### src/rtl/eth_pcs_params.sv
// Shared constants, lock-FSM state encoding and sync-header helper for the RX PCS block-lock logic.
// The hi-BER defaults exist only when ETH_PCS_HI_BER_EN is defined.
package eth_pcs_params;

  localparam int W_SYNC = 2;
  localparam logic [W_SYNC-1:0] SYNC_DATA = 2'b01;
  localparam logic [W_SYNC-1:0] SYNC_CTRL = 2'b10;

  localparam int N_LANES_DEF     = 4;
  localparam int SH_TH_DEF       = 64;
  localparam int SH_INVAL_TH_DEF = 16;
  localparam int SLIP_WAIT_DEF   = 2;
`ifdef ETH_PCS_HI_BER_EN
  localparam int BER_WIN_DEF     = 19531;
  localparam int BER_TH_DEF      = 16;
`endif

  typedef enum logic [1:0] {
    LOCK_INIT = 2'd0,
    RESET_CNT = 2'd1,
    TEST_SH   = 2'd2,
    SLIP      = 2'd3
  } blk_lock_state_t;

  // Plain-vector aliases of the state encoding for legacy FSM code.
  localparam logic [1:0] ST_LOCK_INIT = 2'd0;
  localparam logic [1:0] ST_RESET_CNT = 2'd1;
  localparam logic [1:0] ST_TEST_SH   = 2'd2;
  localparam logic [1:0] ST_SLIP      = 2'd3;

  function automatic logic is_valid_sh(input logic [W_SYNC-1:0] sync);
    return (sync == SYNC_DATA) || (sync == SYNC_CTRL);
  endfunction

endpackage

### src/rtl/eth_pcs_block_lock_lane.sv
// One lane of 66b block lock: header-test FSM, slip request and, with ETH_PCS_HI_BER_EN,
// a hi-BER monitor that runs only while the lane is locked.
module eth_pcs_block_lock_lane
  import eth_pcs_params::*;
#(
  parameter int SH_TH       = SH_TH_DEF,
  parameter int SH_INVAL_TH = SH_INVAL_TH_DEF,
  parameter int SLIP_WAIT   = SLIP_WAIT_DEF
`ifdef ETH_PCS_HI_BER_EN
  ,
  parameter int BER_WIN     = BER_WIN_DEF,
  parameter int BER_TH      = BER_TH_DEF
`endif
) (
  input  logic              i_clk,
  input  logic              i_rst_n,
  input  logic              i_hdr_valid,
  input  logic [W_SYNC-1:0] i_sync,
  output logic              o_slip,
  output logic              o_block_lock,
  output logic              o_hi_ber
);

  localparam int SH_W   = $clog2(SH_TH + 1);
  localparam int INV_W  = $clog2(SH_INVAL_TH + 1);
  localparam int WAIT_N = (SLIP_WAIT < 1) ? 1 : SLIP_WAIT;
  localparam int WAIT_W = $clog2(WAIT_N + 1);

  logic [1:0]        state, state_nxt;
  logic [SH_W-1:0]   sh_cnt, sh_cnt_nxt;
  logic [INV_W-1:0]  inv_cnt, inv_cnt_nxt;
  logic [WAIT_W-1:0] wait_cnt, wait_cnt_nxt;
  logic              lock, lock_nxt;
  logic              slip, slip_nxt;
  logic              sh_bad;

  assign sh_bad = !is_valid_sh(i_sync);

  // The SLIP state covers the pulse cycle plus the rest of the settle time and clears the
  // counters on entry, so a permanently bad lane retries every WAIT_N+1 cycles.
  always_comb begin
    state_nxt    = state;
    sh_cnt_nxt   = sh_cnt;
    inv_cnt_nxt  = inv_cnt;
    wait_cnt_nxt = wait_cnt;
    lock_nxt     = lock;
    slip_nxt     = 1'b0;
    case (state)
      ST_LOCK_INIT: begin
        lock_nxt  = 1'b0;
        state_nxt = ST_RESET_CNT;
      end
      ST_RESET_CNT: begin
        sh_cnt_nxt  = '0;
        inv_cnt_nxt = '0;
        state_nxt   = ST_TEST_SH;
      end
      ST_TEST_SH: begin
        if (i_hdr_valid) begin
          if (sh_bad && ((inv_cnt == INV_W'(SH_INVAL_TH - 1)) || !lock)) begin
            state_nxt    = ST_SLIP;
            lock_nxt     = 1'b0;
            slip_nxt     = 1'b1;
            wait_cnt_nxt = WAIT_W'(WAIT_N - 1);
            sh_cnt_nxt   = '0;
            inv_cnt_nxt  = '0;
          end else if (sh_cnt == SH_W'(SH_TH - 1)) begin
            if ((inv_cnt == '0) && !sh_bad) lock_nxt = 1'b1;
            sh_cnt_nxt  = '0;
            inv_cnt_nxt = '0;
          end else begin
            sh_cnt_nxt = sh_cnt + 1'b1;
            if (sh_bad) inv_cnt_nxt = inv_cnt + 1'b1;
          end
        end
      end
      ST_SLIP: begin
        if (wait_cnt == '0) state_nxt = ST_TEST_SH;
        else wait_cnt_nxt = wait_cnt - 1'b1;
      end
      default: state_nxt = ST_LOCK_INIT;
    endcase
  end

  always_ff @(posedge i_clk or negedge i_rst_n) begin
    if (!i_rst_n) begin
      state    <= ST_LOCK_INIT;
      sh_cnt   <= '0;
      inv_cnt  <= '0;
      wait_cnt <= '0;
      lock     <= 1'b0;
      slip     <= 1'b0;
    end else begin
      state    <= state_nxt;
      sh_cnt   <= sh_cnt_nxt;
      inv_cnt  <= inv_cnt_nxt;
      wait_cnt <= wait_cnt_nxt;
      lock     <= lock_nxt;
      slip     <= slip_nxt;
    end
  end

  assign o_slip       = slip;
  assign o_block_lock = lock;

`ifdef ETH_PCS_HI_BER_EN
  localparam int BW_W = $clog2(BER_WIN + 1);
  localparam int BT_W = $clog2(BER_TH + 1);

  logic [BW_W-1:0] ber_cnt;
  logic [BT_W-1:0] bad_cnt;
  logic            hi_ber;
  logic            bad_sat, bad_hit;

  assign bad_sat = (bad_cnt == BT_W'(BER_TH));
  assign bad_hit = sh_bad && !bad_sat && (bad_cnt == BT_W'(BER_TH - 1));

  // Clearing on lock_nxt lets hi_ber drop on the same edge that drops lock.
  always_ff @(posedge i_clk or negedge i_rst_n) begin
    if (!i_rst_n) begin
      ber_cnt <= '0;
      bad_cnt <= '0;
      hi_ber  <= 1'b0;
    end else if (!lock_nxt) begin
      ber_cnt <= '0;
      bad_cnt <= '0;
      hi_ber  <= 1'b0;
    end else if (lock && i_hdr_valid) begin
      if (ber_cnt == BW_W'(BER_WIN - 1)) begin
        ber_cnt <= '0;
        bad_cnt <= '0;
        hi_ber  <= bad_sat || bad_hit;
      end else begin
        ber_cnt <= ber_cnt + 1'b1;
        if (sh_bad && !bad_sat) bad_cnt <= bad_cnt + 1'b1;
        if (bad_hit) hi_ber <= 1'b1;
      end
    end
  end

  assign o_hi_ber = hi_ber;
`else
  assign o_hi_ber = 1'b0;
`endif

endmodule

### src/rtl/eth_pcs_rx_block_lock_mc.sv
// Multi-lane 66b block-lock synchroniser: one independent eth_pcs_block_lock_lane per lane.
// Optional hi-BER monitor enabled by defining ETH_PCS_HI_BER_EN.
module eth_pcs_rx_block_lock_mc
  import eth_pcs_params::*;
#(
  parameter int N_LANES     = N_LANES_DEF,
  parameter int SH_TH       = SH_TH_DEF,
  parameter int SH_INVAL_TH = SH_INVAL_TH_DEF,
  parameter int SLIP_WAIT   = SLIP_WAIT_DEF
`ifdef ETH_PCS_HI_BER_EN
  ,
  parameter int BER_WIN     = BER_WIN_DEF,
  parameter int BER_TH      = BER_TH_DEF
`endif
) (
  input  logic                      i_clk,
  input  logic                      i_rst_n,
  input  logic [N_LANES-1:0]        i_hdr_valid,
  input  logic [N_LANES*W_SYNC-1:0] i_sync,
  output logic [N_LANES-1:0]        o_slip,
  output logic [N_LANES-1:0]        o_block_lock,
  output logic [N_LANES-1:0]        o_hi_ber
);

  for (genvar n = 0; n < N_LANES; n++) begin : g_lane
    eth_pcs_block_lock_lane #(
      .SH_TH       (SH_TH),
      .SH_INVAL_TH (SH_INVAL_TH),
      .SLIP_WAIT   (SLIP_WAIT)
`ifdef ETH_PCS_HI_BER_EN
      ,
      .BER_WIN     (BER_WIN),
      .BER_TH      (BER_TH)
`endif
    ) u_lane (
      .i_clk        (i_clk),
      .i_rst_n      (i_rst_n),
      .i_hdr_valid  (i_hdr_valid[n]),
      .i_sync       (i_sync[n*W_SYNC +: W_SYNC]),
      .o_slip       (o_slip[n]),
      .o_block_lock (o_block_lock[n]),
      .o_hi_ber     (o_hi_ber[n])
    );
  end

endmodule

### config.mk
export PLATFORM = sky130hd
export DESIGN_NAME = eth_pcs_rx_block_lock_mc
export DESIGN_NICKNAME = d
export VERILOG_FILES = /design/src/rtl/eth_pcs_params.sv /design/src/rtl/eth_pcs_block_lock_lane.sv /design/src/rtl/eth_pcs_rx_block_lock_mc.sv
export SDC_FILE = /design/constraint.sdc
export NUM_CORES = 1
export LEC_CHECK = 0
export ABC_AREA = 1
export BUFFER_PORTS_ARGS = -buffer_cell sky130_fd_sc_hd__buf_2
export CAP_MARGIN = 20
export CORE_MARGIN = 2
export CORE_UTILIZATION = 67
export DETAILED_ROUTE_END_ITERATION = 10
export PLACE_DENSITY = 0.92
export SLEW_MARGIN = 20
export SYNTH_ARGS = -nofsm -noshare
export SYNTH_HDL_FRONTEND = slang
export SYNTH_HIERARCHICAL = 1
export SYNTH_SLANG_ARGS = --single-unit
export TNS_END_PERCENT = 1
### constraint.sdc
create_clock -name i_clk -period 2.35 [get_ports i_clk]
set_input_delay 0.1175 -clock i_clk [delete_from_list [all_inputs] [get_ports i_clk]]
set_output_delay 0.1175 -clock i_clk [all_outputs]
set_load 0.05 [all_outputs]
Yosys cells after proc, flatten, opt, wreduce, memory -nomap -nowiden
Cells that the tools add are included.
{"block": "classes", "n_reduce_logical": 68, "mux": 100, "n_addsub": 12, "eq_ne": 56}
{"operator": "two-way mux 7 bit", "n": 12}
{"operator": "two-way mux 5 bit", "n": 16}
{"operator": "one-hot mux 7 bit (2 select lines)", "n": 4}
{"operator": "two-way mux 2 bit", "n": 24}
{"operator": "one-hot mux 5 bit (2 select lines)", "n": 4}
{"operator": "one-hot mux 2 bit (4 select lines)", "n": 4}
{"operator": "AND reduction 4 bit", "n": 8}
{"operator": "adder 7 x 1 -> 7 bit, second input constant", "n": 4}
{"operator": "equality test 7 x 6 -> 1 bit, second input constant", "n": 4}
{"operator": "two-way mux 1 bit", "n": 28}
{"operator": "equality test 2 bit, second input constant", "n": 12}
{"operator": "inequality test 3 x 1 -> 1 bit, second input constant", "n": 8}
{"operator": "AND reduction 3 bit", "n": 8}
{"operator": "nonzero test 2 bit", "n": 12}
{"operator": "adder 5 x 1 -> 5 bit, second input constant", "n": 4}
{"operator": "equality test 5 x 4 -> 1 bit, second input constant", "n": 4}
{"operator": "zero test 5 bit", "n": 4}
{"operator": "equality test 2 x 1 -> 1 bit, second input constant", "n": 8}
{"operator": "zero test 2 bit", "n": 8}
{"operator": "inequality test 2 x 1 -> 1 bit, second input constant", "n": 8}
{"operator": "inequality test 2 bit, second input constant", "n": 8}
{"operator": "inequality test 4 x 2 -> 1 bit, second input constant", "n": 4}
{"operator": "one-hot mux 2 bit (2 select lines)", "n": 4}
{"operator": "logical AND 1 bit", "n": 8}
{"operator": "5 further kinds", "n": 28}
{"block": "totals", "out_inout_bits": 12, "elab_cells": 260, "in_bits": 14, "register_bits": 72}

Logic depth before layout (Yosys ltp)
{"block": "logic_depth", "word_depth": 8, "depth_mapped": 11, "mapped_depth_nobuf": 11}

Cells and area by module
Netlist, hierarchy kept.
{"mod": "eth_pcs_block_lock_lane at g_lane[0].u_lane ...", "seq_area_each_um2": 450.4, "n_inst": 3, "area_each_um2": 1181.1, "cells_each": 160}
{"mod": "eth_pcs_block_lock_lane at g_lane[3].u_lane", "seq_area_each_um2": 450.4, "n_inst": 1, "area_each_um2": 1207.4, "cells_each": 160}

Least setup slack after synthesis
OpenSTA, ideal clock, no wires.
{"block": "synth_timing", "path_type": "register to register", "from": "register g_lane[3].u_lane.inv_cnt[0]", "to": "register g_lane[3].u_lane.inv_cnt[2]", "path_slack_ns": 0.886, "path_stages_with_launch": 12, "period_less_slack_ns": 1.464, "t_arrival_ns": 1.399, "path_cell_list": "dfrtp_1 > ha_1 > nand2_1 > nor2_1 > ha_1 > inv_1 > nand2_1 > nand3_2 > nand3_2 > inv_2 > nand3_1 > nand2_1"}
{"block": "synth_via", "elab_chain_cells": 6, "word_cells_on_any_way": 11, "cone_classes": "add/sub: 1; eq/ne: 2; mux: 5; reduce/logical: 3"}
{"element": "start, declared", "line": "eth_pcs_block_lock_lane.sv:31", "rtl": "logic [INV_W-1:0] inv_cnt, inv_cnt_nxt;"}
{"element": "start signal, assigned", "line": "eth_pcs_block_lock_lane.sv:96", "rtl": "inv_cnt <= inv_cnt_nxt;"}
{"element": "adder 5 x 1 -> 5 bit / equality test 5 x 4 -> 1 bit (equally long branches)", "line": "eth_pcs_block_lock_lane.sv:73, eth_pcs_block_lock_lane.sv:60"}
{"element": "two-way mux 5 bit / logical OR 1 bit (equally long branches)", "line": "eth_pcs_block_lock_lane.sv:73, eth_pcs_block_lock_lane.sv:60"}
{"element": "two-way mux 5 bit / logical AND 1 bit (equally long branches)", "line": "eth_pcs_block_lock_lane.sv:67, eth_pcs_block_lock_lane.sv:60"}
{"element": "two-way mux 5 bit", "line": "eth_pcs_block_lock_lane.sv:60", "rtl": "if (sh_bad && ((inv_cnt == INV_W'(SH_INVAL_TH - 1)) || !lock)) begin"}
{"element": "two-way mux 5 bit", "line": "eth_pcs_block_lock_lane.sv:59", "rtl": "if (i_hdr_valid) begin"}
{"element": "one-hot mux 5 bit (2 select lines)", "line": "eth_pcs_block_lock_lane.sv:48", "rtl": "case (state)"}
Parallel ways exist; a longest one is shown, timed or not. The select of a mux whose other input is x is not followed.
A chain may end at the register's enable or synchronous reset.

Final worst setup path
{"block": "layout_timing", "from": "register g_lane[2].u_lane.state[0]", "to": "register g_lane[2].u_lane.inv_cnt[2]"}
{"block": "layout_via", "elab_chain_cells": 3, "word_cells_on_any_way": 7, "cone_classes": "eq/ne: 4; mux: 1; reduce/logical: 2"}
{"element": "start, declared", "line": "eth_pcs_block_lock_lane.sv:29", "rtl": "logic [1:0] state, state_nxt;"}
{"element": "start signal, assigned", "line": "eth_pcs_block_lock_lane.sv:94", "rtl": "state <= state_nxt;"}
{"element": "equality test 2 bit / equality test 2 x 1 -> 1 bit (equally long branches)", "line": "eth_pcs_block_lock_lane.sv:48"}
{"element": "inequality test 4 x 2 -> 1 bit (no source line), or another cell as far along"}
{"element": "AND reduction 3 bit (no source line)"}
{"element": "end signal, assigned", "line": "eth_pcs_block_lock_lane.sv:96"}
{"element": "end, declared", "line": "eth_pcs_block_lock_lane.sv:31"}
Parallel ways exist; a longest one is shown, timed or not.

==> flow_metrics.py <==
metrics = {
    "outcome": {
        "outcome": "finished, final reports clean",
    },
    "yosys": {
        "ys_seq_area_share_pct": 37.9,
        "syn_inst": 640,
        "yosys_warnings": 6,
        "postSynthAreaPerCell_um2": 7.42,
        "yosys_most_used_dff": "dfrtp_1",
        "synth_nets": 690,
        "synth_cell_types": 23,
        "synth_area_um2": 4750,
        "synth_edf_count": 0,
        "synth_area_leaders": "dfrtp_1, nand2_1, ha_1",
        "yosysTopAreaCell": "dfrtp_1",
        "yosysTopAreaCellShare_pct": 37.9,
        "ys_ff_latch": 72,
        "async_flop_share_pct": 100,
    },
    "pwr": {
        "pwr-share-clk_pct": 15.7,
        "internal_power_uw": 2870,
        "swShare_pct": 48.4,
        "combPwrFrac_pct": 52.2,
        "leakagePower_uw": 0.00273,
        "p_per_area_nw_per_um2": 1090,
        "pwr-share-seq_pct": 32.1,
        "peakVddDrop_mv": 0.781,
        "switching_power_uw": 2690,
    },
    "clock_network": {
        "cts_buffer_depth": 2,
        "root_buffer": "clkbuf_8",
        "cts_tree": "yes",
        "cts_buffers": 9,
        "clock_latency_ps": 340,
        "numClockSinks": 72,
        "cts_max_level": 3,
        "cts.clk_slew.worst_paths_ps": 80,
    },
    "die": {
        "core_area_um2": 6830,
        "fp.dieArea_um2": 7780,
        "die_w_um": 88.2,
        "rows": 30,
        "start_util_pct": 69.5,
        "io_pins": 26,
        "die_h_um": 88.2,
    },
    "timing": {
        "slew_headroom_pct": 57.9,
        "setup_viol": 0,
        "hold_ws_ps": 82.3,
        "clock_skew_ps": 6.92,
        "final.period_utilization_pct": 72.9,
        "rsz0062_at_grt": "false",
        "fmax_ghz": 0.583,
        "fin_crit_ps": 1710,
        "worst_pin_slew_ps": 631,
        "hold_viol": 0,
        "final.setup.tns_ps": 0,
        "drv_slew": 0,
    },
    "routing": {
        "drc": 0,
        "antenna_left": 0,
        "drtPass1Iterations": 5,
        "drt_iter0_markers": 198,
        "wirelength_mm": 8.77,
        "vias": 3891,
        "viasPerCell": 5.07,
        "wl_per_cell_um": 11.4,
    },
    "global_routing": {
        "grt_max_degree": 31,
        "antenna_found_initial": 0,
        "grt_use_total_pct": 24.9,
        "grt_pass1_vias": 3735,
        "grt_pass1_wl_mm": 15.3,
        "grt_overflow": 0,
    },
    "critical_path": {
        "critPathLaunchType": "flop",
        "cp-end-kind": "flop",
        "cp_top_family": "simple AND/OR/NAND/NOR gates",
        "path_class": "flop to flop",
        "arrival_ps": 1990,
        "critPathBufInv": 2,
        "crit_slowest_cell": "dfrtp_1",
        "cp_max_fo": 9,
        "slowest_delay_ps": 420,
        "cp_cell_sequence": "inv_1 > ha_1 > nand3_1 > nor2_1 > nor2_4 > inv_2 > nand2_1 > nand2_1",
        "required_ps": 2630,
        "path_common_cell": "nand2_1",
    },
    "place": {
        "dpl_cell_area_um2": 4930,
        "place_congestion": 0.878,
        "io_buffers": 21,
        "post-dp-hpwl_mm": 6.56,
    },
    "finish": {
        "utilization_pct": 74.8,
        "diodes": 0,
        "drive_gt1_share_pct": 17.7,
        "postLayoutCellArea_um2": 5110,
        "syn2layout_area_growth_pct": 7.58,
        "mostFrequentLayoutCell": "nand2_1",
        "fin_nets": 717,
        "final_cell_mix": "nand2_1, nor2_1, dfrtp_1, inv_1, nand3_1",
        "fillers": 508,
    },
    "hold_path": {
        "hp-class": "input pin to flop",
    },
    "run": {
        "cap_violations": 0,
    },
}
timing repair:
| action | in CTS | in global routing |
|---|---|---|
| hold buffers | 1 | 0 |
| setup buffers | 0 | 0 |
| hold endpoints to repair | 24 | 0 |
| gates resized for setup | 0 | 0 |
tightest hold or removal path, cell delays in order:
cell	delay (ps)
buf_2	120
nand2_2	90
nor2_1	60
path summary, 6_finish.rpt:
path	start	end	slack, ps	depth (start not counted)
worst min-delay path	i_hdr_valid[3]	g_lane[3].u_lane/o_slip	80	3
min in group asynchronous	i_rst_n	g_lane[1].u_lane/wait_cnt[1]	320	2
worst min register to register	g_lane[2].u_lane/inv_cnt[4]	g_lane[2].u_lane/inv_cnt[4]	470	2
worst max-delay path	g_lane[2].u_lane/state[0]	g_lane[2].u_lane/inv_cnt[2]	640	8
worst max register to register	g_lane[2].u_lane/state[0]	g_lane[2].u_lane/inv_cnt[2]	640	8
max in group asynchronous	i_rst_n	g_lane[3].u_lane/sh_cnt[2]	1350	3
logic make-up after synthesis:
group	after synthesis	share of synthesized area, %
fa+ha+maj	36	9.48
compound gates	40	4.61
xor+xnor	16	2.95
flops	72	37.9
buf+inv	108	9.69
other cells	4	0.316
simple gates	364	35.0
sequential cells by signal, summed over array words and instances (netlist names):
| register | count |
|---|---|
| g_lane.u_lane/inv_cnt | 20 |
| g_lane.u_lane/sh_cnt | 28 |
| g_lane.u_lane/o_block_lock | 4 |
| g_lane.u_lane/o_slip | 4 |
| g_lane.u_lane/wait_cnt | 8 |
| g_lane.u_lane/state | 8 |
layer usage:
metal	wire (um)	vias up	GRT usage, %
li1	-	2009	-
met1	3930	1799	29.3
met2	4430	70	44.4
met3	264	13	4.62
met4	149	0	10.3
met5	0	-	0
cell usage after synthesis (8+ instances only):
cell type / number
a21oi_1: 8
dfrtp_1: 72
ha_1: 36
inv_1: 70
inv_2: 26
nand2_1: 191
nand2_2: 16
nand3_1: 38
nand3_2: 22
nor2_1: 86
o21ai_1: 21
xor2_1: 16
final cells by class:
cell class | instances | area, um2 | area share [%]
clock buffers | 10 | 138 | 2.69
inverters | 100 | 385 | 7.54
repair buffers | 24 | 143 | 2.79
flip-flops and latches | 72 | 1800 | 35.3
well taps | 96 | 120 | 2.35
multi-input cells | 460 | 2490 | 48.7
clock inverters | 6 | 35.0 | 0.685
metrics by stage:
step | worst slack, ps | power (uW) | std cells
2_1_floorplan | 886 | 4150 | 640
3_3_place_gp | 753 | 4510 | 751
3_5_place_dp | 697 | 4670 | 751
4_1_cts | 671 | 5580 | 768
5_1_grt | 500 | 6080 | 768
6_report | 636 | 5560 | 768
power groups by stage:
stage          combinational [uW]  clock [uW]  sequential [uW]
6_report                     2910         872             1790
5_1_grt                      3290         955             1830
4_1_cts                      2900         894             1780
3_5_place_dp                 2870           0             1810
3_3_place_gp                 2730           0             1780
2_1_floorplan                2270           0             1880
No activity file was read; power rests on OpenSTA's default activity.
